$ cat src/rtl/lcd_frame_sequencer.sv
// Sequences INIT / CLEAR / 56-character frame writes to an LCD controller
// from a 32x8 host-written frame buffer, with per-phase handshake timeout.
module lcd_frame_sequencer #(
    parameter int unsigned NCOMMANDS = 5,
    parameter logic [23:0] TIMEOUT   = 24'd1000000
) (
    input  logic                 clk,
    input  logic                 rst,
    input  logic                 wr_en,
    input  logic [4:0]           wr_addr,
    input  logic [7:0]           wr_data,
    input  logic                 refresh,
    input  logic                 init_req,
    input  logic                 lcd_rdy,
    output logic                 lcd_en,
    output logic [NCOMMANDS:0]   lcd_op,
    output logic [7:0]           lcd_data,
    output logic                 busy,
    output logic                 done,
    output logic                 err
);

    localparam int unsigned OPW       = NCOMMANDS + 1;
    localparam int unsigned PTRW      = 6;
    localparam int unsigned CNTW      = 24;
    localparam int unsigned DEPTH     = 32;
    localparam logic [PTRW-1:0] PTR_INIT  = 6'd0;
    localparam logic [PTRW-1:0] PTR_CLEAR = 6'd1;
    localparam logic [PTRW-1:0] PTR_LAST  = 6'd57;
    localparam logic [7:0]      SPACE     = 8'h20;

    typedef enum logic [2:0] {
        IDLE,
        ARM,
        STROBE,
        WAIT_ACK,
        WAIT_DONE,
        NEXT
    } state_e;

    state_e            state_q, state_d;
    logic [PTRW-1:0]   ptr_q, ptr_d;
    logic [CNTW-1:0]   cnt_q, cnt_d;
    logic              pend_init_q, pend_init_d;
    logic              pend_ref_q, pend_ref_d;
    logic              en_q, en_d;
    logic [OPW-1:0]    op_q, op_d;
    logic [7:0]        data_q, data_d;
    logic              busy_q, busy_d;
    logic              done_q, done_d;
    logic              err_q, err_d;
    logic [7:0]        mem_q [DEPTH];

    logic [PTRW-1:0]   k_c;
    logic [7:0]        char_c;
    logic [OPW-1:0]    op_c;
    logic              timeout_c;

    // Frame buffer: host writes land at the next edge regardless of FSM state
    always_ff @(posedge clk or posedge rst) begin
        if (rst) begin
            for (int i = 0; i < int'(DEPTH); i++) begin
                mem_q[i] <= SPACE;
            end
        end else if (wr_en) begin
            mem_q[wr_addr] <= wr_data;
        end
    end

    // Map op pointer to command and character; line 2 starts at DDRAM 0x40
    always_comb begin
        k_c    = ptr_q - 6'd2;
        op_c   = '0;
        char_c = 8'h00;
        if (ptr_q == PTR_INIT) begin
            op_c[0] = 1'b1;
        end else if (ptr_q == PTR_CLEAR) begin
            op_c[1] = 1'b1;
        end else begin
            op_c[2] = 1'b1;
            if (k_c < 6'd16) begin
                char_c = mem_q[k_c[4:0]];
            end else if (k_c < 6'd40) begin
                char_c = SPACE;
            end else begin
                char_c = mem_q[5'(k_c - 6'd24)];
            end
        end
    end

    always_ff @(posedge clk or posedge rst) begin
        if (rst) begin
            state_q     <= IDLE;
            ptr_q       <= '0;
            cnt_q       <= '0;
            pend_init_q <= 1'b0;
            pend_ref_q  <= 1'b0;
            en_q        <= 1'b0;
            op_q        <= '0;
            data_q      <= '0;
            busy_q      <= 1'b0;
            done_q      <= 1'b0;
            err_q       <= 1'b0;
        end else begin
            state_q     <= state_d;
            ptr_q       <= ptr_d;
            cnt_q       <= cnt_d;
            pend_init_q <= pend_init_d;
            pend_ref_q  <= pend_ref_d;
            en_q        <= en_d;
            op_q        <= op_d;
            data_q      <= data_d;
            busy_q      <= busy_d;
            done_q      <= done_d;
            err_q       <= err_d;
        end
    end

    always_comb begin
        state_d     = state_q;
        ptr_d       = ptr_q;
        cnt_d       = cnt_q;
        pend_init_d = pend_init_q;
        pend_ref_d  = pend_ref_q;
        en_d        = 1'b0;
        op_d        = op_q;
        data_d      = data_q;
        done_d      = 1'b0;
        err_d       = err_q;
        timeout_c   = (cnt_q == TIMEOUT - 24'd1);

        // Requests while busy are remembered; a pending init subsumes a refresh
        if (state_q != IDLE) begin
            if (init_req) begin
                pend_init_d = 1'b1;
                pend_ref_d  = 1'b0;
            end else if (refresh && !pend_init_q) begin
                pend_ref_d = 1'b1;
            end
        end

        case (state_q)
            IDLE: begin
                if (init_req || pend_init_q) begin
                    state_d     = ARM;
                    ptr_d       = PTR_INIT;
                    cnt_d       = '0;
                    err_d       = 1'b0;
                    pend_init_d = 1'b0;
                    pend_ref_d  = 1'b0;
                end else if (refresh || pend_ref_q) begin
                    state_d     = ARM;
                    ptr_d       = PTR_CLEAR;
                    cnt_d       = '0;
                    pend_init_d = 1'b0;
                    pend_ref_d  = 1'b0;
                end
            end
            ARM: begin
                if (lcd_rdy) begin
                    state_d = STROBE;
                    en_d    = 1'b1;
                    op_d    = op_c;
                    data_d  = char_c;
                end else if (timeout_c) begin
                    state_d     = IDLE;
                    err_d       = 1'b1;
                    pend_init_d = 1'b0;
                    pend_ref_d  = 1'b0;
                end else begin
                    cnt_d = cnt_q + 24'd1;
                end
            end
            STROBE: begin
                state_d = WAIT_ACK;
                cnt_d   = '0;
            end
            WAIT_ACK: begin
                if (!lcd_rdy) begin
                    state_d = WAIT_DONE;
                    cnt_d   = '0;
                end else if (timeout_c) begin
                    state_d     = IDLE;
                    err_d       = 1'b1;
                    pend_init_d = 1'b0;
                    pend_ref_d  = 1'b0;
                end else begin
                    cnt_d = cnt_q + 24'd1;
                end
            end
            WAIT_DONE: begin
                if (lcd_rdy) begin
                    state_d = NEXT;
                end else if (timeout_c) begin
                    state_d     = IDLE;
                    err_d       = 1'b1;
                    pend_init_d = 1'b0;
                    pend_ref_d  = 1'b0;
                end else begin
                    cnt_d = cnt_q + 24'd1;
                end
            end
            NEXT: begin
                if (ptr_q == PTR_LAST) begin
                    state_d = IDLE;
                    done_d  = 1'b1;
                end else begin
                    state_d = ARM;
                    ptr_d   = ptr_q + 6'd1;
                    cnt_d   = '0;
                end
            end
            default: begin
                state_d = IDLE;
            end
        endcase

        busy_d = (state_d != IDLE);
    end

    assign lcd_en   = en_q;
    assign lcd_op   = op_q;
    assign lcd_data = data_q;
    assign busy     = busy_q;
    assign done     = done_q;
    assign err      = err_q;

endmodule

$ cat config.mk
export PLATFORM = sky130hd
export DESIGN_NAME = lcd_frame_sequencer
export DESIGN_NICKNAME = d
export VERILOG_FILES = /design/src/rtl/lcd_frame_sequencer.sv
export SDC_FILE = /design/constraint.sdc
export NUM_CORES = 1
export LEC_CHECK = 0
export ABC_AREA = 1
export CAP_MARGIN = 20
export CORE_ASPECT_RATIO = 0.7
export CORE_MARGIN = 3
export CORE_UTILIZATION = 37
export CTS_BUF_LIST = sky130_fd_sc_hd__clkbuf_4 sky130_fd_sc_hd__clkbuf_8
export DETAILED_ROUTE_END_ITERATION = 10
export PLACE_DENSITY_LB_ADDON = 0.3
export SKIP_CTS_REPAIR_TIMING = 1
export SLEW_MARGIN = 20
export SYNTH_ARGS = -nofsm -noshare
export SYNTH_HDL_FRONTEND = slang
export SYNTH_SLANG_ARGS = --single-unit
$ cat constraint.sdc
create_clock -name clk -period 16.19 [get_ports clk]
set_clock_uncertainty 0.15 [all_clocks]
set_input_delay 1.619 -clock clk [delete_from_list [all_inputs] [get_ports clk]]
set_output_delay 1.619 -clock clk [all_outputs]
set_load 0.01 [all_outputs]
Yosys cells after proc, flatten, opt, wreduce, memory -nomap -nowiden
Cells that the tools add are included.
{"block": "totals", "register_bits": 306, "output_inout_bits": 18, "elab_cells": 148}
{"block": "classes", "n_addsub": 4, "order_cmp": 6, "n_eq_ne": 13, "mux": 62, "bitwise_logic": 3, "reduce_logical": 17}
{"operator": "bitwise mux 256 bit", "count": 1}
{"operator": "2-to-1 mux 24 bit", "count": 6}
{"operator": "one-hot mux 24 bit (5 select lines)", "count": 1}
{"operator": "binary-select mux 8 bit (select 5 bit)", "count": 2}
{"operator": "2-to-1 mux 8 bit", "count": 9}
{"operator": "demux 8 bit (select 5 bit)", "count": 1}
{"operator": "2-to-1 mux 1 bit", "count": 27}
{"operator": "adder 24 x 1 -> 24 bit, second input constant", "count": 1}
{"operator": "== test 24 x 20 -> 1 bit, second input constant", "count": 1}
{"operator": "greater-or-equal comparator 6 bit, second input constant", "count": 3}
{"operator": "2-to-1 mux 3 bit", "count": 6}
{"operator": "2-to-1 mux 6 bit", "count": 3}
{"operator": "inverter 5 -> 6 bit", "count": 3}
{"operator": "one-hot mux 3 bit (6 select lines)", "count": 1}
{"operator": "one-hot mux 6 bit (2 select lines)", "count": 1}
{"operator": "one-hot mux 1 bit (3 select lines)", "count": 3}
{"operator": "nonzero test 3 bit", "count": 3}
{"operator": "!= test 2 bit, second input constant", "count": 4}
{"operator": "AND reduction 4 bit", "count": 2}
{"operator": "adder 6 x 1 -> 6 bit, second input constant", "count": 1}
{"operator": "== test 3 x 2 -> 1 bit, second input constant", "count": 2}
{"operator": "== test 3 bit, second input constant", "count": 2}
{"operator": "== test 6 x 1 -> 1 bit, second input constant", "count": 1}
{"operator": "== test 6 bit, second input constant", "count": 1}
{"operator": "other kinds (18)", "count": 20}

Longest topological paths before layout
Gate-level depths: netlist of the first run.
{"block": "depth", "ltp_word": 10, "mapped_depth": 15, "mapped_depth_nobuf": 12}

Worst setup path before layout of the first run
OpenSTA, ideal clock, no wires.
{"block": "synth_timing", "kind": "in2reg", "from": "input lcd_rdy", "to": "register cnt_q[18]", "arrival_time_ns": 2.625, "required_ns": 15.926, "slack_ns": 13.301, "cell_stages": 9, "path_buffers": 3, "cell_sequence": "clkbuf_1 nand3_1 nand3_1 nor2_2 buf_6 buf_6 nand4_1 nand2_1 nor2_1"}
{"block": "synth_via", "elab_chain_len": 2, "word_cells_on_any_way": 4, "classes_between": "eq/ne: 1; mux: 2; reduce/logical: 1"}
{"item": "from (decl)", "line_no": "14", "text": "input logic lcd_rdy,"}
{"item": "2-to-1 mux 24 bit / != test 2 bit (equally long branches)"}
{"item": "one-hot mux 24 bit (5 select lines) / AND reduction 4 bit (equally long branches)"}
{"item": "to (signal assigned)", "line_no": "107", "text": "cnt_q <= cnt_d;"}
{"item": "to (decl)", "line_no": "43", "text": "logic [CNTW-1:0] cnt_q, cnt_d;"}
Several ways; a longest one is shown, not always the timed one.
A chain may end at the register's enable or synchronous reset.

Final worst setup path of the first run
{"block": "layout_timing", "from": "input lcd_rdy", "to": "register cnt_q[1]"}
Same word-level chain as after synthesis.

==> results list, run 1 <==
- The run finished with clean final reports.
- The synthesized design spends more area on one cell type than any other, namely sky130_fd_sc_hd__dfrtp_1.
- Vias in the first global route: ~12k
* Commonest register cell after synthesis: sky130_fd_sc_hd__dfrtp_1
- The min-delay analysis places its worst path in the category reg2reg.
* Biggest fanout along the worst timing path: 30
- For the pin with the worst max-slew slack, the measured transition is 1.06 ns.
- H-tree levels: 2
- Busiest grt layer: met1
- Instance area after placement: 15700 um^2
- Synthesis handed over a netlist of 1987 instances.
- TritonCTS clock tree: yes
- The analysis attributes to cell leakage a power of ~7.7 nW.
- The final number of hold-violating endpoints is 0.
* Most frequent cell after synthesis: sky130_fd_sc_hd__nand2_1
* Time the worst path needs with I/O delays and setup: 4.05 ns
- Synth-to-Final Area Change: 11.2%
- After routing, the total negative slack on setup checks comes to 0 ns.
* Finished Cell Area: 16900 um^2
- The die covers 43500 um^2.
- Total inserted antenna cells: 0
* Largest net degree at the start of global routing: 119
- Input and output buffers added on the ports amount to 33.
- The cell area that synthesis handed to floorplanning was around 15000 um^2.
- In this run the power density over the cells is 144 nW/um^2.
- Most numerous cell types in the synthesized netlist: sky130_fd_sc_hd__nand2_1, sky130_fd_sc_hd__dfrtp_1, sky130_fd_sc_hd__o21ai_0
- The routed layout has 13.3k vias.
- In this run the core area contains 61 standard-cell rows.
- For this run, the register share of the synthesized area comes to 0.508.
* Top cells by area in the synthesized netlist: sky130_fd_sc_hd__dfrtp_1, sky130_fd_sc_hd__nand2_1, sky130_fd_sc_hd__o21ai_0, sky130_fd_sc_hd__nand3_1, sky130_fd_sc_hd__dfstp_2
- At the later pin of the worst-skew pair, clock insertion delay measures 0.61 ns.
- Fraction of layout cells with a size suffix above 1: 0.0923
* GR Layer Usage met3: 0.0372
- Global-route wire length before repair: about 70000 um
- Setup violations remaining at the end of the flow were counted as 0.
* Number of detailed-route iterations in the first pass: 5
- Root Buffer: sky130_fd_sc_hd__clkbuf_8
* Routed WL per cell: 17.0 um
- Unrepaired setup endpoints after global routing: false
- GR Util All Layers: 0.203
- Measured against its own limit, the worst slew margin works out to 0.294.
* GRT met2 Usage: 0.287
- Sort of element at the start of the critical path: primary input
- Final total power: 2.43 mW
- Fmax: 247 MHz
* Count of flip-flops with a built-in enable after synthesis: 0
- Core ar.: 40100 um^2
- The share of synthesized area in the top cell type comes to 0.452.
- The clock passes through at most 3 buffers.
- The total count of max-transition violations in the final report was 0.
- Counting instances, the worst hold path has a depth of 2.
* Kind of critical path: in2reg
- After synthesis the netlist holds a flip-flop and latch count of between 300 and 400.
* Data required, critical path: between 15 and 20 ns
- Clock tree synthesis found a total of 306 sinks.
- HPWL after detailed placement: 26700 um
- Net count of the finished layout: 1998
- The detail route stage leaves a number of antenna-violating nets equal to 0.
- Number of distinct standard cells referenced by the synthesized netlist: 39
- Residual overflow from global routing: 0
* Final estimated routing congestion in global placement: 0.908
- Measured on the finished design, the core utilization comes to 0.421.
- Portion of the clock cycle consumed by the worst path in the final layout: 0.250
* Height of the die: ~180 um
- Setup crit end kind: register
* Clock edge transition at the registers on the reported setup and hold paths: 0.06 ns
* Endpoint arrival time on the critical path: roughly 4.4 ns
* Post-DR vias/cell: 5.23
- Total detailed-routing wirelength: 43400 um
- For this design the top-level I/O count stands at 37.
* Initial antenna violation count: 0
* Count of non-filler cells in the finished layout: 2550
- Initial Util: 0.378
- # Max-Cap Violations: 0
- In this run the horizontal extent of the chip is between 200 and 250 um.
- Clock buffer count from CTS: slightly above 50
* Remaining DRCs: 0
* Worst voltage drop across the vdd grid: 0.109 mV
- Depth of the worst register-to-register path: 9
- Counting flops with an async set or reset pin after synthesis yields a share of 1.00.
- Global Route met1 Usage: 0.322
- Average cell area after synthesis: between 7 and 8 um^2
* Inst Count DP: ~2.5k
* Yosys synthesis warning count: 0
* Drt first-iter violations: 1474
-- flip-flops by register name, summed over array words and instances, names as in the netlist --
name,count
lcd_en,1
pend_init_q,1
busy,1
mem_q,256
lcd_op,3
ptr_q,6
pend_ref_q,1
state_q,3
done,1
lcd_data,8
err,1
cnt_q,24
-- critical path: stages --
cell and delay [ns]:
sky130_fd_sc_hd__clkdlybuf4s50_1 0.71, sky130_fd_sc_hd__nand3_1 0.61, sky130_fd_sc_hd__nand3_1 0.16, sky130_fd_sc_hd__nor2_2 0.14, sky130_fd_sc_hd__buf_4 0.31, sky130_fd_sc_hd__nand3_1 0.49, sky130_fd_sc_hd__nor3b_1 0.32
-- final cells by class --
cell class	instances	area [um^2]
fillers	4041	23200
inverters	85	328
flip-flops and latches	306	7700
repair buffers	51	488
well taps	535	669
clock inverters	7	68.8
clock buffers	88	1050
multi-input cells	1478	6550
-- layer usage --
layer	part of all wire	wire length (um)	up-vias
li1	-	-	6409
met1	0.50	21600	6405
met2	0.41	17800	459
met3	0.078	3380	52
met4	0.014	601	0
met5	0	0	-
-- power breakdown --
group	leakage (nW)	internal (mW)	switching (mW)
sequential	3.90	0.921	0.0999
clock	0.599	0.425	0.327
combinational	3.20	0.217	0.441
total	7.70	1.56	0.868
-- placed cells by master (no fill, tap or decap), drive strengths merged, types with 7 or more instances in the layout --
master and count:
nand2 743, o21ai 299, dfrtp 274, nand3 193, nor2 143, clkbuf 88, inv 85, clkdlybuf4s50 33
dfstp 32, a21oi 30, buf 18, nand4 17, nor3 16, o211ai 7
-- through the flow --
stage	setup WS (ns)	hold slack (ns)
after floorplan	6.01	0.296
after global placement	11.62	0.308
after detailed placement	11.53	0.314
after CTS	12.16	0.323
after global routing	11.88	0.343
final	12.14	0.323
-- logic make-up after synthesis --
logic type,after synthesis,share of synthesized area
adder cells (fa/ha/maj),6,0.00495
XOR/XNOR,6,0.00396
flip-flops,306,0.508
other,1,0.000247
buffers and inverters,205,0.0606
AND/OR/NAND/NOR,1124,0.308
AO/OA/AOI/OAI,339,0.115
-- path summary, 6_finish.rpt --
check | startpoint | end | slack [ns]
setup / recovery | lcd_rdy | cnt_q[1] | 12.14
hold / removal | mem_q[245] | mem_q[245] | 0.32
setup reg to reg | ptr_q[0] | lcd_data[3] | 12.48
hold reg to reg | mem_q[245] | mem_q[245] | 0.32
max in group asynchronous | rst | mem_q[170] | 13.00
min in group asynchronous | rst | mem_q[255] | 1.42
Note: power is estimated with default switching activity, not from simulation.
==> run 2: changes to the inputs <==
==> constraint.sdc (replaced) <==
create_clock -name clk -period 3.4 [get_ports clk]
set_clock_uncertainty 0.15 [all_clocks]
set_input_delay 0.34 -clock clk [delete_from_list [all_inputs] [get_ports clk]]
set_output_delay 0.34 -clock clk [all_outputs]
set_load 0.01 [all_outputs]
==> run 2 against run 1 <==
Compared with the run above:
- sequential share of layout area shrank 1.0 points
- combinational power grew to 5.0 times the previous value
- clock power grew to 4.8 times the previous value
- flip-flop and latch count is the same
- non-clock buffer count grew 38
- first-iteration DRC count shrank 0.88%
- wire length grew 2.3%
- hold slack lost 0.27 ns
- count of clock-buffer cells in the layout is the same
- cell area grew 2.3%
- largest power group unchanged
==> results list, run 2 (synthesized netlist as in run 1, its figures left out) <==
- Run status: finished clean
- Residual overflow from global routing: 0 (unchanged)
- Vias in the first global route: 12.7k (+2.2%)
- Global-route wire length before repair: 71300 um (+0.90%)
- The placeable core region came to 40100 um^2 (unchanged).
- P per Cell Area: 678 nW/um^2 (+370%)
- The number of primary I/O pins came to 37 (unchanged).
- Remaining DRCs: 0 (unchanged)
- The final setup slack of the worst path is 0.721 ns (-11.42 ns).
- Initial Util: 0.378 (unchanged)
* Post-DR vias/cell: 5.19 (-0.75%)
- Initial antenna violation count: 0 (unchanged)
- In this run the critical register-to-register path is captured at lcd_data[5].
* Sort of element at the start of the critical path: register
* H-tree levels: 2 (unchanged)
- The max-cap violation count is 0 (unchanged).
- Worst voltage drop across the vdd grid: 0.381 mV (+250%)
* Stage delay of the slowest cell on the critical path: 0.73 ns (+0.02 ns)
- Fraction of layout cells with a size suffix above 1: 0.110 (+0.0172)
* Root Buffer: sky130_fd_sc_hd__clkbuf_8
- The data arrival time of the critical path came to 3.00 ns (-1.36 ns).
- The worst path required time is 3.73 ns (-12.77 ns).
* Depth of the worst register-to-register path: 10 (+1)
- Kind of critical path: reg2reg
* Worst Tran Pin Value: 0.887 ns (-0.173 ns)
- The violation count after the first detailed-routing iteration was 1461 (-0.88%).
- Largest net degree at the start of global routing: 122 (+2.5%)
- Number of clock sinks: 306 (unchanged)
* Biggest fanout along the worst timing path: 121 (+300%)
* Cell Rows: 61 (unchanged)
- The flip-flop count of the largest register, all copies and words added came to 256 (unchanged).
* Total detailed-routing wirelength: 44400 um (+2.3%)
- Worst slack at placement: 0.824 ns (-10.71 ns)
- Time the worst path needs with I/O delays and setup: 2.68 ns
- The vertical extent of the die came to 175 um (unchanged).
* ANT nets after route: 0 (unchanged)
- The horizontal extent of the die came to 248 um (unchanged).
* Final number of hold-violating endpoints: 0 (unchanged)
* Leakage power: 7.92 nW (+2.8%)
- Based on the critical path, the design can be clocked at up to 373 MHz.
* Die Area: 43500 um^2 (unchanged)
- Portion of the clock cycle consumed by the worst path in the final layout: 0.788
- The net count reported at finish is 2037 (+2.0%).
- Total inserted antenna cells: 0 (unchanged)
- GR Util All Layers: 0.207 (+0.00320)
* Sum of negative setup slack: 0 ns (unchanged)
- TritonCTS clock tree: yes
* Clock edge transition at the registers on the reported setup and hold paths: 0.07 ns (about the same)
- Most common library cell in the layout ignoring fill and taps: sky130_fd_sc_hd__nand2_1
- The worst slew slack as a fraction of its limit is 0.409 (+0.115).
- The worst setup path is captured at a register.
* Unrepaired setup endpoints after global routing: false
- The total via count after detailed routing came to 13.4k (+0.77%).
* Register with the highest flop count: mem_q
- The slowest stage of the critical path belongs to the cell sky130_fd_sc_hd__dfrtp_4.
- HPWL after detailed placement: 27500 um (+3.1%)
* Routed WL per cell: 17.2 um (+0.77%)
* Final Max Tran Viols: 0 (unchanged)
- The clock insertion delay at the later pin of the skew report was 0.63 ns (+0.02 ns).
* Synth-to-Final Area Change: 13.8%
- R2R Setup Slk: 0.72 ns (-11.76 ns)
* Min-Delay Path Class: in2async
* Clock buffer count from CTS: 52 (+2.0%)
- Final setup fails: 0 (unchanged)
- Cell with the most instances on the worst path: sky130_fd_sc_hd__nand2_1
* Largest buffer count on any clock path: 3 (unchanged)
- The length of the first detailed-routing pass in iterations was 5 (unchanged).
- Walking the worst path, the cells encountered are clkinv_2, buf_12, o21ai_0, nand2_1, nand2_1, nand2_1, nand2_1, nand3_1, nand2_1, nand2_1.
- Total of buffers placed on input and output ports: 33 (unchanged)
- Highest-count cells in the layout ignoring fill and taps: sky130_fd_sc_hd__nand2_1, sky130_fd_sc_hd__dfrtp_1, sky130_fd_sc_hd__o21ai_0, sky130_fd_sc_hd__nand3_1, sky130_fd_sc_hd__nor2_1
- Instance area after placement: 16100 um^2 (+2.5%)
- Finished Cell Area: 17200 um^2 (+2.3%)
- The final weighted congestion in routability-driven placement came to 0.826 (-9.0%).
- The startpoint identified for the worst register-to-register timing path is ptr_q[0].
## run 2: layout make-up
| type | count | area, um^2 |
|---|---|---|
| multi-input cells | 1478 | 6550 |
| flip-flops and latches | 306 | 7700 |
| inverters | 85 | 324 |
| well taps | 535 | 669 |
| clock inverters | 8 | 80.1 |
| fillers | 4017 | 22800 |
| repair buffers | 89 | 863 |
| clock buffers | 88 | 1050 |
## run 2: worst max path at each step
stage,start,cells past startpoint,endpoint
2_1_floorplan,rst,1,busy
5_1_grt,ptr_q[0],12,lcd_data[0]
3_5_place_dp,ptr_q[0],12,lcd_data[0]
4_1_cts,ptr_q[0],12,lcd_data[0]
3_3_place_gp,ptr_q[0],11,lcd_data[1]
6_report,ptr_q[0],10,lcd_data[5]
## run 2: through the flow
| stage | utilization | std cells | hold slack [ns] | power, mW |
|---|---|---|---|---|
| after floorplan | - | 1989 | 0.296 | 7.08 |
| after global placement | 0.402 | 2493 | 0.309 | 8.08 |
| after detailed placement | 0.402 | 2493 | 0.313 | 8.15 |
| after CTS | 0.430 | 2589 | 0.0395 | 11.8 |
| after global routing | 0.430 | 2589 | 0.0749 | 12.5 |
| final | 0.430 | 2589 | 0.0567 | 11.7 |
## run 2: routing by layer
metal,vias to the layer above,track usage,part of all wire
met5,-,0,0
met4,0,0.0488,0.018
met3,58,0.0409,0.072
met2,430,0.296,0.42
met1,6450,0.319,0.49
li1,6489,-,-
## run 2: where the power goes
part           total, mW  internal [mW]  switching (mW)
sequential          4.84           4.39           0.455
combinational       3.26           1.09            2.17
clock               3.59           2.03            1.56
total               11.7           7.50            4.18
## run 2: worst max-delay path, delay by kind of cell, from the launching register on
| family | cells | cell delay (ns) |
|---|---|---|
| compound gates | 1 | 0.35 |
| buf+inv | 2 | 0.46 |
| flops | 1 | 0.73 |
| simple gates | 7 | 0.72 |
==> run 3: changes to the inputs <==
==> constraint.sdc (replaced) <==
create_clock -name clk -period 2.7 [get_ports clk]
set_clock_uncertainty 0.15 [all_clocks]
set_input_delay 0.27 -clock clk [delete_from_list [all_inputs] [get_ports clk]]
set_output_delay 0.27 -clock clk [all_outputs]
set_load 0.01 [all_outputs]
==> run 3 against run 2 <==
Compared with the run above:
- flip-flop and latch count unchanged
- register-to-register slack got worse by 0.27 ns
- cell area increased by 0.12%
- first-iteration DRC count fell by 5.5%
- count of clock-buffer cells in the layout shrank 5
- core utilization grew 0.050 points
- largest power group unchanged
==> results list, run 3 (synthesized netlist as in run 1, its figures left out) <==
- The run finished with clean final reports.
- Leakage power: 7.93 nW (+0.16%)
- The number of remaining DRC errors came to 0 (unchanged).
- TritonCTS clock tree: yes
- Leaving out fill and tap cells, the most frequent cells in the layout are sky130_fd_sc_hd__nand2_1, sky130_fd_sc_hd__dfrtp_1, sky130_fd_sc_hd__o21ai_0, sky130_fd_sc_hd__nand3_1, sky130_fd_sc_hd__nor2_1.
* Total detailed-routing wirelength: 44500 um (+0.23%)
- Worst slack at placement: 0.261 ns (-0.563 ns)
- The overall die area was 43500 um^2 (unchanged).
* Finished Cell Area: 17300 um^2 (+0.12%)
- Most common library cell in the layout ignoring fill and taps: sky130_fd_sc_hd__nand2_1
* Detailed-route via count: 13.4k (-0.22%)
- Fmax: 445 MHz (+19%)
* Switching power as a share of total power: 0.364 (+0.00560)
* Largest net degree at the start of global routing: 104 (-15%)
- Routed WL per cell: 17.2 um (about the same)
- The number of standard-cell rows in the floorplan is 61 (unchanged).
* Final estimated routing congestion in global placement: 0.873 (+5.7%)
- Root Buffer: sky130_fd_sc_hd__clkbuf_8
- # Max-Cap Violations: 0 (unchanged)
- The slew at the pin closest to its max-slew limit came to 0.559 ns (-0.328 ns).
- GR Layer Usage met3: 0.0389 (-0.00198)
- The clock input transition at the sequential cells of the worst setup and hold paths is 0.07 ns (about the same).
- The count of endpoints failing setup in the final report came to 0 (unchanged).
* Worst voltage drop across the vdd grid: 0.628 mV (+65%)
- Worst slew margin relative to its limit: 0.627 (+0.218)
- Worst min-delay path startpoint: wr_data[2]
- Setup repair after global routing left no endpoint under its margin.
- Time the worst path needs with I/O delays and setup: 2.25 ns (-0.433 ns)
* Filler Cells Inserted: 4025 (+0.20%)
* Clock latency at the later pin of the worst-skew pair: 0.61 ns (-0.02 ns)
- The number of antenna violations at the first check in global routing is 0 (unchanged).
* Register area: 7700 um^2 (unchanged)
- More flip-flops sit in one register than any other, and that register is mem_q.
- Source of the worst register-to-register timing path: cnt_q[1]
- The maximum fanout along the worst path is 18 (-85%).
* ANT nets after route: 0 (unchanged)
- Global-route wire length before repair: 71600 um (+0.51%)
- Max FFs per register: 256 (unchanged)
* Min-Delay Path Class: in2reg
- The net count reported at finish is 2045 (+0.39%).
- The switching power summed over all nets was 5.36 mW (+28%).
- Kind of critical path: reg2reg
* Final Max Tran Viols: 0 (unchanged)
- The worst hold margin is 0.0902 ns (+0.0334 ns).
* Core ar.: 40100 um^2 (unchanged)
* Fraction of power consumed by sequential logic: 0.410 (-0.004)
- P per Cell Area: 854 nW/um^2 (+26%)
- Overall die width: 248 um (unchanged)
- Post-DR vias/cell: 5.16 (-0.41%)
- Data required, critical path: 3.04 ns (-0.69 ns)
* Top-level I/O count: 37 (unchanged)
* R2R Setup Slk: 0.45 ns (-0.27 ns)
* Instance area after placement: 16200 um^2 (+0.54%)
- The path with the worst hold slack has its endpoint at mem_q[66].
- The critical path starts at cnt_q[1].
- The H-tree level count was 2 (unchanged).
- The initial core utilization is 0.378 (unchanged).
* Vias in the first global route: 12.7k (+0.52%)
* Fraction of layout cells with a size suffix above 1: 0.111 (+0.00168)
- The number of cell instances on the worst register-to-register path is 10 (unchanged).
- The worst setup path is launched from a register.
- Clock group share of total power: 0.292 (-0.015)
- Total of buffers placed on input and output ports: 33 (unchanged)
* Final number of hold-violating endpoints: 0 (unchanged)
* Clock buffer count from CTS: 49 (-5.8%)
* Synth-to-Final Area Change: 13.9%
- The worst setup path is captured at a register.
- The violation count after the first detailed-routing iteration was 1380 (-5.5%).
- In this run the most used layer during global routing was met1.
- The portion of total power attributed to combinational logic is 0.298 (+0.019).
- The CTS sink count was 306 (unchanged).
* GR Util All Layers: 0.209 (+0.00205)
* Residual overflow from global routing: 0 (unchanged)
- Global Route met1 Usage: 0.323 (+0.00409)
- The post-route core utilization was 0.431 (+0.000500).
- The data arrival time of the critical path is 2.58 ns (-0.42 ns).
- Total inserted antenna cells: 0 (unchanged)
- Final critical-path setup slack: 0.453 ns (-0.267 ns)
- The vertical extent of the die is 175 um (unchanged).
- Total internal power: 9.38 mW (+25%)
- The worst register-to-register path ends at cnt_q[6].
- HPWL after detailed placement: 28400 um (+3.1%)
* Portion of the clock cycle consumed by the worst path in the final layout: 0.832 (+0.0441)
- The length of the first detailed-routing pass in iterations was 5 (unchanged).
- The area of the multi-input gates came to 6550 um^2 (unchanged).
- The worst hold path was traced through 3 stages.
* GRT met2 Usage: 0.298 (+0.00185)
- The number of buffers on the longest clock path is 3 (unchanged).
## run 3: changes by cell type in the layout (fill, tap and decap cells not counted), sizes merged
| cell | delta |
|---|---|
| clkinvlp | +2 |
| clkbuf | -5 |
| clkinv | -1 |
| dlygate4sd3 | +1 |
| inv | -1 |
| buf | +10 |
| bufinv | -1 |
## run 3: through the flow
step	cells	TNS [ns]	total power, mW
2_1_floorplan	1989	-505.25	8.92
3_3_place_gp	2503	0	10.4
3_5_place_dp	2503	0	10.5
4_1_cts	2593	0	14.8
5_1_grt	2594	0	15.7
6_report	2594	0	14.7
## run 3: area by class of cell
cell class / instances / area share
sequential: 306 / 0.446
multi-input combinational: 1478 / 0.379
clock buffer: 83 / 0.0589
timing repair buffer: 100 / 0.0557
tap: 535 / 0.0388
inverter: 85 / 0.0188
clock inverter: 7 / 0.00232
## run 3: how the worst max path moves through the flow
| stage | to | slack (ns) | depth (start not counted) |
|---|---|---|---|
| 6_report | cnt_q[6] | 0.45 | 10 |
| 5_1_grt | cnt_q[6] | 0.20 | 11 |
| 4_1_cts | cnt_q[1] | 0.45 | 9 |
| 3_5_place_dp | mem_q[137] | 0.26 | 6 |
| 3_3_place_gp | mem_q[148] | 0.32 | 6 |
| 2_1_floorplan | busy | -1.76 | 1 |
## run 3: metal layers
layer	vias to the layer above	part of all wire
met2	447	0.41
li1	6500	-
met4	2	0.019
met3	69	0.074
met1	6380	0.49
met5	-	0.0020
## run 3: critical path, cell delays in order, from the launching register on
cell	delay, ns
sky130_fd_sc_hd__dfrtp_1	0.37
sky130_fd_sc_hd__ha_1	0.20
sky130_fd_sc_hd__nand3_1	0.15
sky130_fd_sc_hd__nor2_2	0.25
sky130_fd_sc_hd__inv_2	0.07
sky130_fd_sc_hd__nor2_1	0.11
sky130_fd_sc_hd__nand2_2	0.26
sky130_fd_sc_hd__nand2_1	0.32
sky130_fd_sc_hd__nor2_1	0.09
sky130_fd_sc_hd__nor2_1	0.10
sky130_fd_sc_hd__nor2_1	0.05
## run 3: power by group through the flow
stage                     registers (mW)  clock network [mW]  logic (mW)
after global placement              6.08                   0        4.30
after detailed placement            6.10                   0        4.37
final                               6.04                4.30        4.39
after global routing                6.15                4.61        4.95
after CTS                           6.04                4.40        4.38
after floorplan                     6.00                   0        2.92
